## src/rtl/wb_pkg.sv

```systemverilog
// Shared types and constants for the register-file write-back arbiter.
// Holds the FSM state encoding, the write source encoding and the default starvation limit.
package wb_pkg;

  typedef enum logic [1:0] {
    IDLE     = 2'd0,
    LAST_ALU = 2'd1,
    LAST_MEM = 2'd2
  } wb_state_e;

  typedef enum logic {
    SRC_ALU = 1'b0,
    SRC_MEM = 1'b1
  } wb_src_e;

  localparam int unsigned STARVE_MAX_DEFAULT = 3;

  // Four-bit counter increment that sticks at 15 instead of wrapping.
  function automatic logic [3:0] sat_inc(input logic [3:0] value);
    return (value == 4'hF) ? value : value + 4'd1;
  endfunction

endpackage

```

## src/rtl/wb_arbiter_if.sv

```systemverilog
// Write-back bus: two result producers (ALU, MEM) and the register-file write port.
// master = producers/register file side, slave = the arbiter.
interface wb_arbiter_if;

  logic       alu_valid;
  logic [7:0] alu_data;
  logic [2:0] alu_rd;
  logic       alu_ready;

  logic       mem_valid;
  logic [7:0] mem_data;
  logic [2:0] mem_rd;
  logic       mem_ready;

  logic       rf_stall;
  logic       rf_we;
  logic [2:0] rf_waddr;
  logic [7:0] rf_wdata;
  logic       wb_sel;

  modport master (
    output alu_valid, alu_data, alu_rd, mem_valid, mem_data, mem_rd, rf_stall,
    input  alu_ready, mem_ready, rf_we, rf_waddr, rf_wdata, wb_sel
  );

  modport slave (
    input  alu_valid, alu_data, alu_rd, mem_valid, mem_data, mem_rd, rf_stall,
    output alu_ready, mem_ready, rf_we, rf_waddr, rf_wdata, wb_sel
  );

endinterface

```

## src/rtl/MUX_2x1.sv

```systemverilog
// Team two-input multiplexer, 8 bits wide by default; sel=1 picks input b.
module MUX_2x1 #(
  parameter int WIDTH = 8
) (
  input  logic [WIDTH-1:0] a,
  input  logic [WIDTH-1:0] b,
  input  logic             sel,
  output logic [WIDTH-1:0] y
);

  assign y = sel ? b : a;

endmodule

```

## src/rtl/wb_arbiter.sv

```systemverilog
// Arbitrates ALU and MEM results onto one register-file write port.
// MEM wins contention until it has starved the ALU for STARVE_MAX consecutive grants.
module wb_arbiter
  import wb_pkg::*;
#(
  parameter int unsigned STARVE_MAX = STARVE_MAX_DEFAULT
) (
  input  logic         clk,
  input  logic         rst,
  wb_arbiter_if.slave  bus
);

  localparam logic [1:0] S_IDLE     = IDLE;
  localparam logic [1:0] S_LAST_ALU = LAST_ALU;
  localparam logic [1:0] S_LAST_MEM = LAST_MEM;
  localparam logic [3:0] STARVE_LIM = 4'(STARVE_MAX);

  logic [1:0] state;
  logic [1:0] state_next;
  logic [3:0] streak;
  logic [3:0] streak_next;
  logic       grant_alu;
  logic       grant_mem;
  logic       starved;

  logic [7:0] sel_data;
  logic [2:0] sel_rd;
  logic [7:0] wdata_q;
  logic [2:0] waddr_q;
  wb_src_e    wb_sel_q;

  assign starved = (streak == STARVE_LIM);

  // Grants look only at valids, stall, reset and the streak, never at data or rd.
  always_comb begin
    // NOTE: every combinational output gets a default first so no path leaves it unassigned (no latch).
    grant_alu = 1'b0;
    grant_mem = 1'b0;
    if (!rst && !bus.rf_stall) begin
      if (bus.alu_valid && (!bus.mem_valid || starved)) begin
        grant_alu = 1'b1;
      end else if (bus.mem_valid) begin
        grant_mem = 1'b1;
      end
    end
  end

  assign bus.alu_ready = grant_alu;
  assign bus.mem_ready = grant_mem;

  MUX_2x1 #(.WIDTH(8)) u_data_mux (
    .a   (bus.alu_data),
    .b   (bus.mem_data),
    .sel (grant_mem),
    .y   (sel_data)
  );

  MUX_2x1 #(.WIDTH(3)) u_addr_mux (
    .a   (bus.alu_rd),
    .b   (bus.mem_rd),
    .sel (grant_mem),
    .y   (sel_rd)
  );

  always_comb begin
    state_next  = S_IDLE;
    streak_next = streak;
    if (grant_alu) begin
      state_next  = S_LAST_ALU;
      streak_next = '0;
    end else if (grant_mem) begin
      state_next  = S_LAST_MEM;
      // The streak only measures MEM wins that actually made the ALU wait.
      streak_next = bus.alu_valid ? sat_inc(streak) : '0;
    end
  end

  always_ff @(posedge clk or posedge rst) begin
    if (rst) begin
      state    <= S_IDLE;
      streak   <= '0;
      waddr_q  <= '0;
      wdata_q  <= '0;
      wb_sel_q <= SRC_ALU;
    end else begin
      // NOTE: sequential state uses non-blocking assignments so every flop samples pre-edge values.
      state  <= state_next;
      streak <= streak_next;
      if (grant_alu || grant_mem) begin
        waddr_q  <= sel_rd;
        wdata_q  <= sel_data;
        wb_sel_q <= grant_mem ? SRC_MEM : SRC_ALU;
      end
    end
  end

  // A write happened last cycle exactly when the FSM left IDLE.
  assign bus.rf_we    = (state != S_IDLE);
  assign bus.rf_waddr = waddr_q;
  assign bus.rf_wdata = wdata_q;
  assign bus.wb_sel   = wb_sel_q;

endmodule

```

## src/flat_wrapper.sv

```systemverilog
// flat-port wrapper written by rule: the top's interface ports become plain ports
module wb_arbiter_flat import wb_pkg::*;
#(
  parameter int unsigned STARVE_MAX = STARVE_MAX_DEFAULT
)
  (clk, rst, bus_alu_valid, bus_alu_data, bus_alu_rd, bus_mem_valid, bus_mem_data, bus_mem_rd, bus_rf_stall, bus_alu_ready, bus_mem_ready, bus_rf_we, bus_rf_waddr, bus_rf_wdata, bus_wb_sel);
  wb_arbiter_if bus_i ();
  input  logic clk;
  input  logic rst;
  input wire logic [$bits(bus_i.alu_valid)-1:0] bus_alu_valid;
  input wire logic [$bits(bus_i.alu_data)-1:0] bus_alu_data;
  input wire logic [$bits(bus_i.alu_rd)-1:0] bus_alu_rd;
  input wire logic [$bits(bus_i.mem_valid)-1:0] bus_mem_valid;
  input wire logic [$bits(bus_i.mem_data)-1:0] bus_mem_data;
  input wire logic [$bits(bus_i.mem_rd)-1:0] bus_mem_rd;
  input wire logic [$bits(bus_i.rf_stall)-1:0] bus_rf_stall;
  output wire logic [$bits(bus_i.alu_ready)-1:0] bus_alu_ready;
  output wire logic [$bits(bus_i.mem_ready)-1:0] bus_mem_ready;
  output wire logic [$bits(bus_i.rf_we)-1:0] bus_rf_we;
  output wire logic [$bits(bus_i.rf_waddr)-1:0] bus_rf_waddr;
  output wire logic [$bits(bus_i.rf_wdata)-1:0] bus_rf_wdata;
  output wire logic [$bits(bus_i.wb_sel)-1:0] bus_wb_sel;
  assign bus_i.alu_valid = bus_alu_valid;
  assign bus_i.alu_data = bus_alu_data;
  assign bus_i.alu_rd = bus_alu_rd;
  assign bus_i.mem_valid = bus_mem_valid;
  assign bus_i.mem_data = bus_mem_data;
  assign bus_i.mem_rd = bus_mem_rd;
  assign bus_i.rf_stall = bus_rf_stall;
  assign bus_alu_ready = bus_i.alu_ready;
  assign bus_mem_ready = bus_i.mem_ready;
  assign bus_rf_we = bus_i.rf_we;
  assign bus_rf_waddr = bus_i.rf_waddr;
  assign bus_rf_wdata = bus_i.rf_wdata;
  assign bus_wb_sel = bus_i.wb_sel;
  wb_arbiter #(.STARVE_MAX(STARVE_MAX)) u_core (.clk(clk), .rst(rst), .bus(bus_i));
endmodule
```

## config.mk

```make
export PLATFORM = sky130hd
export DESIGN_NAME = wb_arbiter_flat
export DESIGN_NICKNAME = d
export VERILOG_FILES = /design/src/rtl/wb_pkg.sv /design/src/rtl/wb_arbiter_if.sv /design/src/rtl/MUX_2x1.sv /design/src/rtl/wb_arbiter.sv /design/src/flat_wrapper.sv
export SDC_FILE = /design/constraint.sdc
export NUM_CORES = 1
export LEC_CHECK = 0
export CORE_MARGIN = 2
export CORE_UTILIZATION = 25
export CTS_CLUSTER_DIAMETER = 50
export CTS_CLUSTER_SIZE = 30
export DETAILED_ROUTE_END_ITERATION = 10
export DONT_BUFFER_PORTS = 1
export PLACE_DENSITY = 0.35
export SLEW_MARGIN = 20
export SYNTH_ARGS = -nofsm -noshare
export SYNTH_HDL_FRONTEND = slang
export SYNTH_SLANG_ARGS = --single-unit
```

## constraint.sdc

```tcl
create_clock -name clk -period 1.5 [get_ports clk]
set_input_delay 0.075 -clock clk [delete_from_list [all_inputs] [get_ports clk]]
set_output_delay 0.075 -clock clk [all_outputs]
set_load 0.03 [all_outputs]
```

# Yosys cells after proc, flatten, opt, wreduce, memory -nomap -nowiden
# Index checks and enable logic that the tools add are counted.
classes:
  n_addsub: 1
  n_eq_ne: 3
  mux: 14
  reduce_logical: 10
op_table:
  columns: ["cell", "count"]
  rows:
  - ["two-way mux 4 bit", 4]
  - ["two-way mux 8 bit", 1]
  - ["two-way mux 1 bit", 6]
  - ["adder 4 x 1 -> 4 bit (second input constant)", 1]
  - ["equality test 4 x 2 -> 1 bit (second input constant)", 1]
  - ["equality test 4 bit (second input constant)", 1]
  - ["two-way mux 2 bit", 2]
  - ["nonzero test 2 bit", 2]
  - ["logical NOT 1 bit", 3]
  - ["two-way mux 3 bit", 1]
  - ["!= test 3 x 2 -> 1 bit (second input constant)", 1]
  - ["logical AND 1 bit", 2]
  - ["logical OR 1 bit", 2]
  - ["AND reduction 2 bit", 1]
word_totals:
  output_inout_bits: 15
  register_bits: 18

# Logic depth before layout (Yosys ltp)
depth:
  depth_word: 7
  mapped_depth: 7

# Cells and area by module
# Synthesis repeated with hierarchy kept, for this count alone.
hier_totals:
  hier_cells: 76
  hier_area_um2: 949.7
by_module_without_submodules:
  columns: ["module", "area_each_um2", "n_inst", "cells_per_inst"]
  rows:
  - ["wb_arbiter", 784.5, 1, 64]
  - ["MUX_2x1 at u_core.u_data_mux", 131.4, 1, 9]
  - ["MUX_2x1 at u_core.u_addr_mux", 33.8, 1, 3]

# Least setup slack after synthesis
# OpenSTA, ideal clock, no wires.
synth_path:
  kind: "register -> register"
  start: "register u_core.streak[0]"
  end: "register u_core.wb_sel_q, in the netlist u_core.bus.wb_sel"
  arrival_ps: 1474
  stages_incl_launch_ff: 5
  setup_slack_ps: -134
  synth_period_minus_slack_ps: 1634
  setup_time_ps: 160
  cell_sequence: "dfrtp_1 ha_1 nand3_1 a21oi_1 o21ai_0"
synth_between:
  elab_chain_cells: 6
synth_rtl:
  columns: ["item", "line_no", "source"]
  rows:
  - ["from (decl)", "wb_arbiter.sv:20", "logic [3:0] streak;"]
  - ["from (signal assigned)", "wb_arbiter.sv:88", "streak <= streak_next;"]
  - ["equality test 4 x 2 -> 1 bit", "wb_arbiter.sv:32", "assign starved = (streak == STARVE_LIM);"]
  - ["logical OR 1 bit", "wb_arbiter.sv:40", "if (bus.alu_valid && (!bus.mem_valid || starved)) begin"]
  - ["logical AND 1 bit", "wb_arbiter.sv:40", null]
  - ["two-way mux 1 bit", "wb_arbiter.sv:40", null]
  - ["two-way mux 1 bit", "wb_arbiter.sv:39", "if (!rst && !bus.rf_stall) begin"]
  - ["named net bus_alu_ready", "flat_wrapper.sv:17", "output wire logic [$bits(bus_i.alu_ready)-1:0] bus_alu_ready;"]
  - ["logical OR 1 bit", "wb_arbiter.sv:89", "if (grant_alu || grant_mem) begin"]
  - ["to (signal assigned)", "wb_arbiter.sv:92", "wb_sel_q <= grant_mem ? SRC_MEM : SRC_ALU;"]
  - ["to (decl)", "wb_arbiter.sv:30", "wb_src_e wb_sel_q;"]
# The timed path passes the listed nets, and every way through them passes these cells.
# A chain may end at the register's enable or synchronous reset.

# Final worst setup path
layout_path:
  start: "register u_core.streak[1]"
  end: "output port bus_mem_ready"
layout_between:
  elab_chain_cells: 5
layout_rtl:
  columns: ["item", "line_no", "source"]
  rows:
  - ["equality test 4 x 2 -> 1 bit", "wb_arbiter.sv:32", null]
  - ["logical OR 1 bit", "wb_arbiter.sv:40", null]
  - ["logical AND 1 bit", "wb_arbiter.sv:40", null]
  - ["two-way mux 1 bit", "wb_arbiter.sv:40", null]
  - ["two-way mux 1 bit", "wb_arbiter.sv:39", null]
  - ["to (decl)", "flat_wrapper.sv:18", "output wire logic [$bits(bus_i.mem_ready)-1:0] bus_mem_ready;"]
# No other way between the ends.

==> results.cfg <==
[worst_setup_path]
reg2reg_depth = 7
path_cells = ha_4 -> nand4bb_1 -> nand3_2 -> clkinv_4 -> buf_4
slowest_stage = dfrtp_1
r2r_slack_ns = 0.14
critPathCaptureType = output pin
path_class = flop to output pin
cp_data_arrival_time_ns = 1.34
rr_startpoint = u_core.streak[1]
crit_path_max_incr_delay_ns = 0.41
timing.rr.end = u_core.bus.rf_wdata[2]
crit_family = flip-flops
crit_buf_inv = 2
worst_setup_path_start_kind = flop
cp_max_fo = 5
cp_data_required_time_ns = 1.42

[timing]
period_needed_ns = 1.41
worstMarginPinSlew_ns = 0.331
finalCritPeriodShare = 0.943
setup_slack_ns = 0.0852
slew_headroom = 0.780
max_freq_mhz = 707
setup_viol = 0
rsz0062_at_grt = false
whs_ns = 0.0604
skew_ns = 0.00392
tns_ns = 0
drv_slew = 0
hold_viol = 0

[logic_synthesis]
synthCells = 102
synth_top_area_frac = 0.483
synth.most_common_cell = dfrtp_1
yosysUniqueCellTypes = 28
synth_top_cell_by_area = dfrtp_1
synth.area.top_cells = dfrtp_1 48%, a31oi_1 8.1%, nand2_1 6.4%
netlist_area_um2 = 932
yosysSeqAreaShare = 0.483
synth-edff-count = 0
synth_ff_type = dfrtp_1
syn_nets = 130
ys_ff_latch = 18
synth.cells.most_frequent = 18 x dfrtp_1, 16 x nand2_1, 14 x nor2_1
async_flop_share = 1.00
ys_warn_count = 0
syn_area_per_cell_um2 = 9.14

[route]
drtPass1Iterations = 5
postRouteAntennaNets = 0
drt-initial-drc-count = 20
vias_per_cell = 4.55
via_count = 832
routed_wirelength_um = 2360
route.detailed.drc = 0
post_drt_wl_per_cell_um = 12.9

[cts]
cts_inserted_buffers = 3
cts_tree = done
clock-sinks = 18
clkTransAtPathRegs_ns = 0.07
cts_root_buffer = clkbuf_8
cts_buffer_depth = 2
clkLatencyLatePin_ns = 0.25
htree_levels = 1

[placed_design]
place_inst = 150
dp_slack_ns = 0.00839
place.detailed.hpwl_um = 1530
finalWeightedCongestion = 0.725
dpl_cell_area_um2 = 987
numPortBuffers = 0

[floorplanning]
dieHeight_um = 65.1
rows = 22
dieArea_um2 = 4230
fp.dieW_um = 65.1
core-area_um2 = 3630
ioPinCount = 42
initial_utilization = 0.257

[finish]
area_delta_synth_final_pct = 46.0
n_antenna_cell = 0
final_cell_area_um2 = 1360
fin_nets = 164
drive_gt1_frac = 0.230
fin_util = 0.375
instances_no_fill = 183
nFillCells = 388

[power]
internal-power_mw = 0.957
seq_power_share = 0.518
power_mw = 1.45
switching_share = 0.339
power_frac_clock = 0.276
netSwitchingPower_mw = 0.492
leakagePower_nw = 0.606
cellPowerDensity_nw_per_um2 = 1060
vdd_ir_drop_max_uv = 369
pwr-share-comb = 0.206

[run_status]
status = finished, final reports clean

[worst_hold_path]
worstHoldPathCells = 2
hp-start = bus_mem_valid
hold_class = input pin to flop
hold_end = u_core.state[0]

[global_routing]
grt_max_degree = 24
grt-ovfl-total = 0
grt_pass1_vias = 875
grtUsageTotal = 0.125
antenna_found_initial = 0
grt_pass1_wl_um = 4020

[flow_run]
drv_cap = 0
==> flip-flops by register name (all words and copies together) (netlist names) <==
name,count
u_core.bus.rf_wdata,8
u_core.streak,4
u_core.bus.rf_waddr,3
u_core.state,2
u_core.bus.wb_sel,1
==> metal layers <==
layer  GRT usage  vias up  share of wire
li1            -      406              -
met5           0        -              0
met4      0.0547        0          0.022
met2       0.214       30           0.50
met3      0.0260        7          0.062
met1       0.150      389           0.42
==> power by group through the flow <==
| stage | Clock [mW] | Combinational (mW) | Sequential [mW] |
|---|---|---|---|
| floorplan | 0 | 0.199 | 0.732 |
| global placement | 0 | 0.216 | 0.758 |
| detailed placement | 0 | 0.220 | 0.759 |
| CTS | 0.411 | 0.281 | 0.750 |
| global route | 0.436 | 0.337 | 0.763 |
| finish | 0.400 | 0.298 | 0.751 |
==> layout by cell type, fill, tap and decap left out, types with 2 or more instances in the layout <==
cell type | netlist | routed
clkbuf_8 | 0 | 4
nand2_1 | 16 | 16
dlygate4sd3_1 | 0 | 25
nor2_1 | 14 | 14
a31oi_1 | 12 | 11
nand3_1 | 3 | 3
inv_1 | 5 | 5
mux2i_1 | 3 | 3
nand2_2 | 9 | 9
dfrtp_1 | 18 | 18
buf_6 | 1 | 2
buf_4 | 1 | 8
==> cell families (layout without fill, tap and decap cells) <==
logic type / Yosys count / count (layout) / synth area share
AO/OA/AOI/OAI: 18 / 18 / 0.125
buffers and inverters: 12 / 45 / 0.0819
XOR/XNOR: 1 / 1 / 0.00940
multiplexers: 3 / 3 / 0.0322
adder cells (fa/ha/maj): 1 / 1 / 0.0134
flip-flops: 18 / 18 / 0.483
AND/OR/NAND/NOR: 49 / 49 / 0.255
==> how the worst max path moves through the flow <==
stage                             endpoint  depth (start not counted)        startpoint  slack (ns)
global route                 bus_mem_ready                          5  u_core.streak[0]        0.01
finish                       bus_mem_ready                          5  u_core.streak[1]        0.09
global placement    u_core.bus.rf_waddr[2]                          6  u_core.streak[1]        0.06
detailed placement  u_core.bus.rf_waddr[2]                          6  u_core.streak[0]       0.008
floorplan           u_core.bus.rf_waddr[0]                          7  u_core.streak[0]        0.11
CTS                          bus_mem_ready                          5  u_core.streak[0]       0.009
==> cell type report <==
cell class              count  area [µm²]  area share
flip-flops and latches     18         450       0.331
multi-input cells          72         435       0.320
repair buffers             35         333       0.244
well taps                  48        60.1      0.0441
clock buffers               4        55.1      0.0404
inverters                   6        27.5      0.0202
==> timing repair <==
| action | 4_1_cts | 5_1_grt |
|---|---|---|
| hold buffers | 25 | 0 |
| setup endpoints to repair | 2 | 16 |
| pin swaps | 1 | 1 |
| hold endpoints to repair | 31 | 0 |
| setup buffers | 3 | 1 |
| gates resized for setup | 3 | 6 |
(Power assumes the default switching activity.)
